==> config.mk <==
export PLATFORM = sky130hd
export DESIGN_NAME = rr_priority_arbiter
export DESIGN_NICKNAME = d
export VERILOG_FILES = /design/src/rtl/rr_priority_arbiter.sv
export SDC_FILE = /design/constraint.sdc
export NUM_CORES = 1
export LEC_CHECK = 0
export BUFFER_PORTS_ARGS = -buffer_cell sky130_fd_sc_hd__buf_4
export CORE_ASPECT_RATIO = 1.4
export CORE_MARGIN = 3
export CORE_UTILIZATION = 31
export DETAILED_ROUTE_END_ITERATION = 7
export GPL_TIMING_DRIVEN = 1
export PLACE_DENSITY = 0.45
export RECOVER_POWER = 50
export SYNTH_ARGS = -nofsm -noshare
export SYNTH_HDL_FRONTEND = slang
export SYNTH_SLANG_ARGS = --single-unit
==> constraint.sdc <==
create_clock -name clk -period 4.4 [get_ports clk]
set_clock_uncertainty 0.15 [all_clocks]
set_input_delay 1.1 -clock clk [delete_from_list [all_inputs] [get_ports clk]]
set_output_delay 1.1 -clock clk [all_outputs]
set_load 0.01 [all_outputs]
==> src/rtl/rr_priority_arbiter.sv <==
// Registered N-way arbiter with selectable round-robin or fixed lowest-index
// priority, presenting one grant at a time through a valid/ready handshake.
module rr_priority_arbiter #(
  parameter int N_REQ       = 8,
  parameter bit ROUND_ROBIN = 1'b1,
  localparam int IDX_W      = (N_REQ > 1) ? $clog2(N_REQ) : 1
) (
  input  logic             clk,
  input  logic             rst_n,
  input  logic [N_REQ-1:0] req,
  input  logic             out_ready,
  output logic             out_valid,
  output logic [IDX_W-1:0] grant_idx,
  output logic [N_REQ-1:0] grant_onehot,
  output logic             any_req
);

  localparam logic [IDX_W-1:0] LAST_IDX = IDX_W'(N_REQ - 1);
  localparam logic [IDX_W:0]   N_EXT    = (IDX_W + 1)'(N_REQ);

  logic [IDX_W-1:0] ptr;
  logic [IDX_W-1:0] ptr_next;
  logic [IDX_W-1:0] base;
  logic [IDX_W:0]   cand;
  logic [IDX_W-1:0] win_idx;
  logic [N_REQ-1:0] win_onehot;
  logic             win_found;
  logic             accept;
  logic             load;

  assign any_req = |req;
  assign accept  = out_valid && out_ready;
  assign load    = !out_valid || out_ready;

  // The winner of a re-arbitration must already see the pointer moved past the
  // grant being accepted on the same edge, so the scan starts from ptr_next.
  always_comb begin
    ptr_next = ptr;
    if (ROUND_ROBIN && accept) begin
      ptr_next = (grant_idx == LAST_IDX) ? '0 : grant_idx + IDX_W'(1);
    end
    base = ROUND_ROBIN ? ptr_next : '0;
  end

  always_comb begin
    win_found  = 1'b0;
    win_idx    = '0;
    win_onehot = '0;
    cand       = '0;
    for (int k = 0; k < N_REQ; k++) begin
      cand = {1'b0, base} + (IDX_W + 1)'(k);
      if (cand >= N_EXT) begin
        cand = cand - N_EXT;
      end
      if (!win_found && req[cand[IDX_W-1:0]]) begin
        win_found = 1'b1;
        win_idx   = cand[IDX_W-1:0];
      end
    end
    if (win_found) begin
      win_onehot[win_idx] = 1'b1;
    end
  end

  always_ff @(posedge clk or negedge rst_n) begin
    if (!rst_n) begin
      out_valid    <= 1'b0;
      grant_idx    <= '0;
      grant_onehot <= '0;
      ptr          <= '0;
    end else begin
      ptr <= ptr_next;
      if (load) begin
        out_valid    <= win_found;
        grant_onehot <= win_onehot;
        if (win_found) begin
          grant_idx <= win_idx;
        end
      end
    end
  end

  a_valid_onehot: assert property (@(posedge clk) disable iff (!rst_n)
    out_valid |-> $onehot(grant_onehot));

  a_idx_matches_onehot: assert property (@(posedge clk) disable iff (!rst_n)
    grant_onehot[grant_idx] == out_valid);

  a_hold_stable: assert property (@(posedge clk) disable iff (!rst_n)
    (out_valid && !out_ready) |=>
      (out_valid && $stable(grant_idx) && $stable(grant_onehot)));

endmodule

==> impl_metrics.yaml <==
critical_path:
  critical_path.max_fanout: 12
  startpoint_type: "primary input"
  crit_chain: "buf_4, nand2_1, a21o_1, inv_6, ha_1, mux4_1, a21oi_1, mux4_2, nand3b_4, o41ai_4, nor2_1, a32o_1"
  regToRegSetupSlack_ps: 450
  cp-end-kind: "flip-flop"
  critPathRequiredTime_ps: 4380
  r2r-end: "grant_onehot[0]$_DFFE_PN0N_"
  worstPathArrival_ps: 4060
  r2r_cells: 13
  path_class: "primary input to flip-flop"
  crit_slowest_cell: "o41ai_4"
  worstReg2RegStart: "grant_idx[0]$_DFFE_PN0P_"
  cp_slowest_stage_delay_ps: 460
layout:
  fillers: 532
  final_area_um2: 1970
  antenna-diode-count: 0
  layout-drive-gt1-share: 0.255
  area_delta_synth_final_pct: 20.1
  fin_nets: 232
  fin_util: 0.395
route:
  wl_met1_um: 2000
  dr.pass1.iters: 4
  avgViaCountPerCell: 5.84
  wl_per_cell_um: 18.1
  num_vias: 1634
  drt_iter0_markers: 69
  wl_met3_um: 197
  dr.max_layer_used: "met4"
  wl_um: 5060
  ant_nets: 0
  drc: 0
  wl_met2_um: 2700
floorplan:
  num_rows: 30
  die_w_um: 67.5
  start_util: 0.329
  core-area_um2: 4990
  ioPinCount: 24
  dieHeight_um: 92.1
  fp.dieArea_um2: 6220
logic_synthesis:
  muxShareOfSynthArea: 0.146
  synth_area_um2: 1640
  yosysWarnings: 0
  synthAdderAreaFrac: 0.0305
  yosysMostFrequentCell: "nand3_1"
  yosys.area_share.simple: 0.242
  synth_top_cell_by_area: "dfrtp_1"
  synth_seq_area_share: 0.228
  synth.net_count: 197
  synth_top_area_share: 0.228
  synth_edf_count: 0
  synth_flop_cell: "dfrtp_1"
  synth_compound_area_frac: 0.289
  synth_xor_area_frac: 0.0213
  synth_area_leaders: "dfrtp_1 23%, nand3_1 8.5%, mux4_2 6.9%"
  yosysUniqueCellTypes: 54
  async_reset_ff_frac: 1.00
  synth_top_family_by_area: "compound AO/OA/AOI/OAI gates"
  synth_area_per_cell_um2: 9.03
  synth_seq_cells: 15
  synth_common_cells: "28 x nand3_1, 18 x nand2_1, 15 x dfrtp_1, 14 x o21ai_0, 10 x a21oi_1"
  netlist_instances: 182
global_routing:
  antenna_found_initial: 0
  grt_pass1_vias: 1624
  overflow: 0
  gr-usage-all-layers: 0.172
  grt_max_degree: 16
  grt_pass1_wl_um: 8110
worst_hold_path:
  hold_depth: 2
  worstHoldStart: "grant_onehot[4]$_DFFE_PN0N_"
  hold-path-endpoint: "grant_onehot[4]$_DFFE_PN0N_"
  min_path_type: "flip-flop to flip-flop"
sta:
  finalHoldViolCount: 0
  max_freq_mhz: 245
  hold_slack_ps: 328
  min_period_ps: 4080
  slew_headroom: 0.459
  setup_viol: 0
  rsz0062_at_grt: "no"
  setup_tns_ps: 0
  finalCritPeriodShare: 0.927
  report.final.slew_viol_count: 0
  worst_pin_slew_ps: 811
place:
  place_area_um2: 1950
  port_buffers: 23
  dpl.hpwl_um: 4110
  routabilityCongestion: 0.965
clock_network:
  tritoncts: "done"
  post_cts_resize_count: 0
  clock-sinks: 15
  hold_buffers: 0
  max-clock-path-buffers: 2
  numCtsBuffers: 3
  clockRootBuffer: "clkbuf_8"
  cts_setup_buffers: 0
  htreeDepth: 1
  clk_pin_slew_ps: 60
  clk_latency_ps: 250
run:
  cap_violations: 0
status:
  status: "finished clean"
[stage by stage]
step / instances / setup slack (ps)
final: 280 / 321
after global routing: 280 / 66.3
after CTS: 280 / 334
after detailed placement: 276 / 106
after global placement: 276 / 214
after floorplan: 182 / 222
[placed cells by master (no fill, tap or decap), types with 2 or more instances in the layout]
| cell | count |
|---|---|
| a211oi_1 | 3 |
| a21boi_1 | 2 |
| a21oi_1 | 10 |
| a221oi_1 | 2 |
| a31oi_1 | 2 |
| a32o_1 | 6 |
| and3_1 | 2 |
| and4bb_1 | 2 |
| buf_4 | 29 |
| clkbuf_1 | 6 |
| clkbuf_8 | 3 |
| dfrtp_1 | 15 |
| ha_1 | 4 |
| inv_1 | 6 |
| mux2_2 | 5 |
| mux2i_1 | 3 |
| mux4_2 | 5 |
| nand2_1 | 18 |
| nand2b_1 | 3 |
| nand3_1 | 28 |
| nand4b_1 | 2 |
| nor2_1 | 5 |
| nor4_1 | 2 |
| o211ai_1 | 4 |
| o21ai_0 | 14 |
| o31ai_1 | 5 |
| xnor2_1 | 4 |
[cell families (layout without fill, tap and decap cells)]
kind of cell / Yosys count / after routing
buffers and inverters: 12 / 46
adders and majority gates: 4 / 4
AOI/OAI and AO/OA: 61 / 61
and+or+nand+nor: 71 / 71
xor gates and xnor gates: 4 / 4
DFF: 15 / 15
muxes: 15 / 15
[layer usage]
| layer | vias to the layer above | global-route usage |
|---|---|---|
| met3 | 10 | 0.0123 |
| met5 | - | 0 |
| met2 | 55 | 0.304 |
| met4 | 0 | 0.0778 |
| met1 | 779 | 0.202 |
| li1 | 790 | - |
[registers in the layout, summed over array words and instances, names as in the netlist]
name,count
grant_onehot,8
grant_idx,3
ptr,3
out_valid,1
[worst max path at each step]
stage | startpoint | end | slack, ps | depth (start not counted)
finish | out_ready | grant_onehot[0]$_DFFE_PN0N_ | 320 | 12
global route | out_ready | grant_onehot[0]$_DFFE_PN0N_ | 70 | 12
CTS | out_ready | grant_onehot[0]$_DFFE_PN0N_ | 330 | 12
detailed placement | out_ready | grant_onehot[2]$_DFFE_PN0N_ | 110 | 12
global placement | out_ready | grant_onehot[0]$_DFFE_PN0N_ | 210 | 12
floorplan | out_ready | grant_onehot[1]$_DFFE_PN0N_ | 220 | 12
[cell type report]
cell class	count	area [µm²]	area share
multi-input combinational	155	1200	0.607
sequential	15	375	0.190
timing repair buffer	35	240	0.122
tap	64	80.1	0.0406
clock buffer	3	41.3	0.0209
inverter	7	31.3	0.0159
clock inverter	1	7.51	0.00380
[critical path, delay by kind of cell]
| kind | cells | cell delay, ps |
|---|---|---|
| multiplexers | 2 | 770 |
| buffers and inverters | 2 | 230 |
| adder cells (fa/ha/maj) | 1 | 370 |
| AO/OA/AOI/OAI | 4 | 1180 |
| AND/OR/NAND/NOR | 3 | 380 |
Power is not shown: default switching activity piles up to over one toggle a cycle in this logic, so the estimate is an artifact.
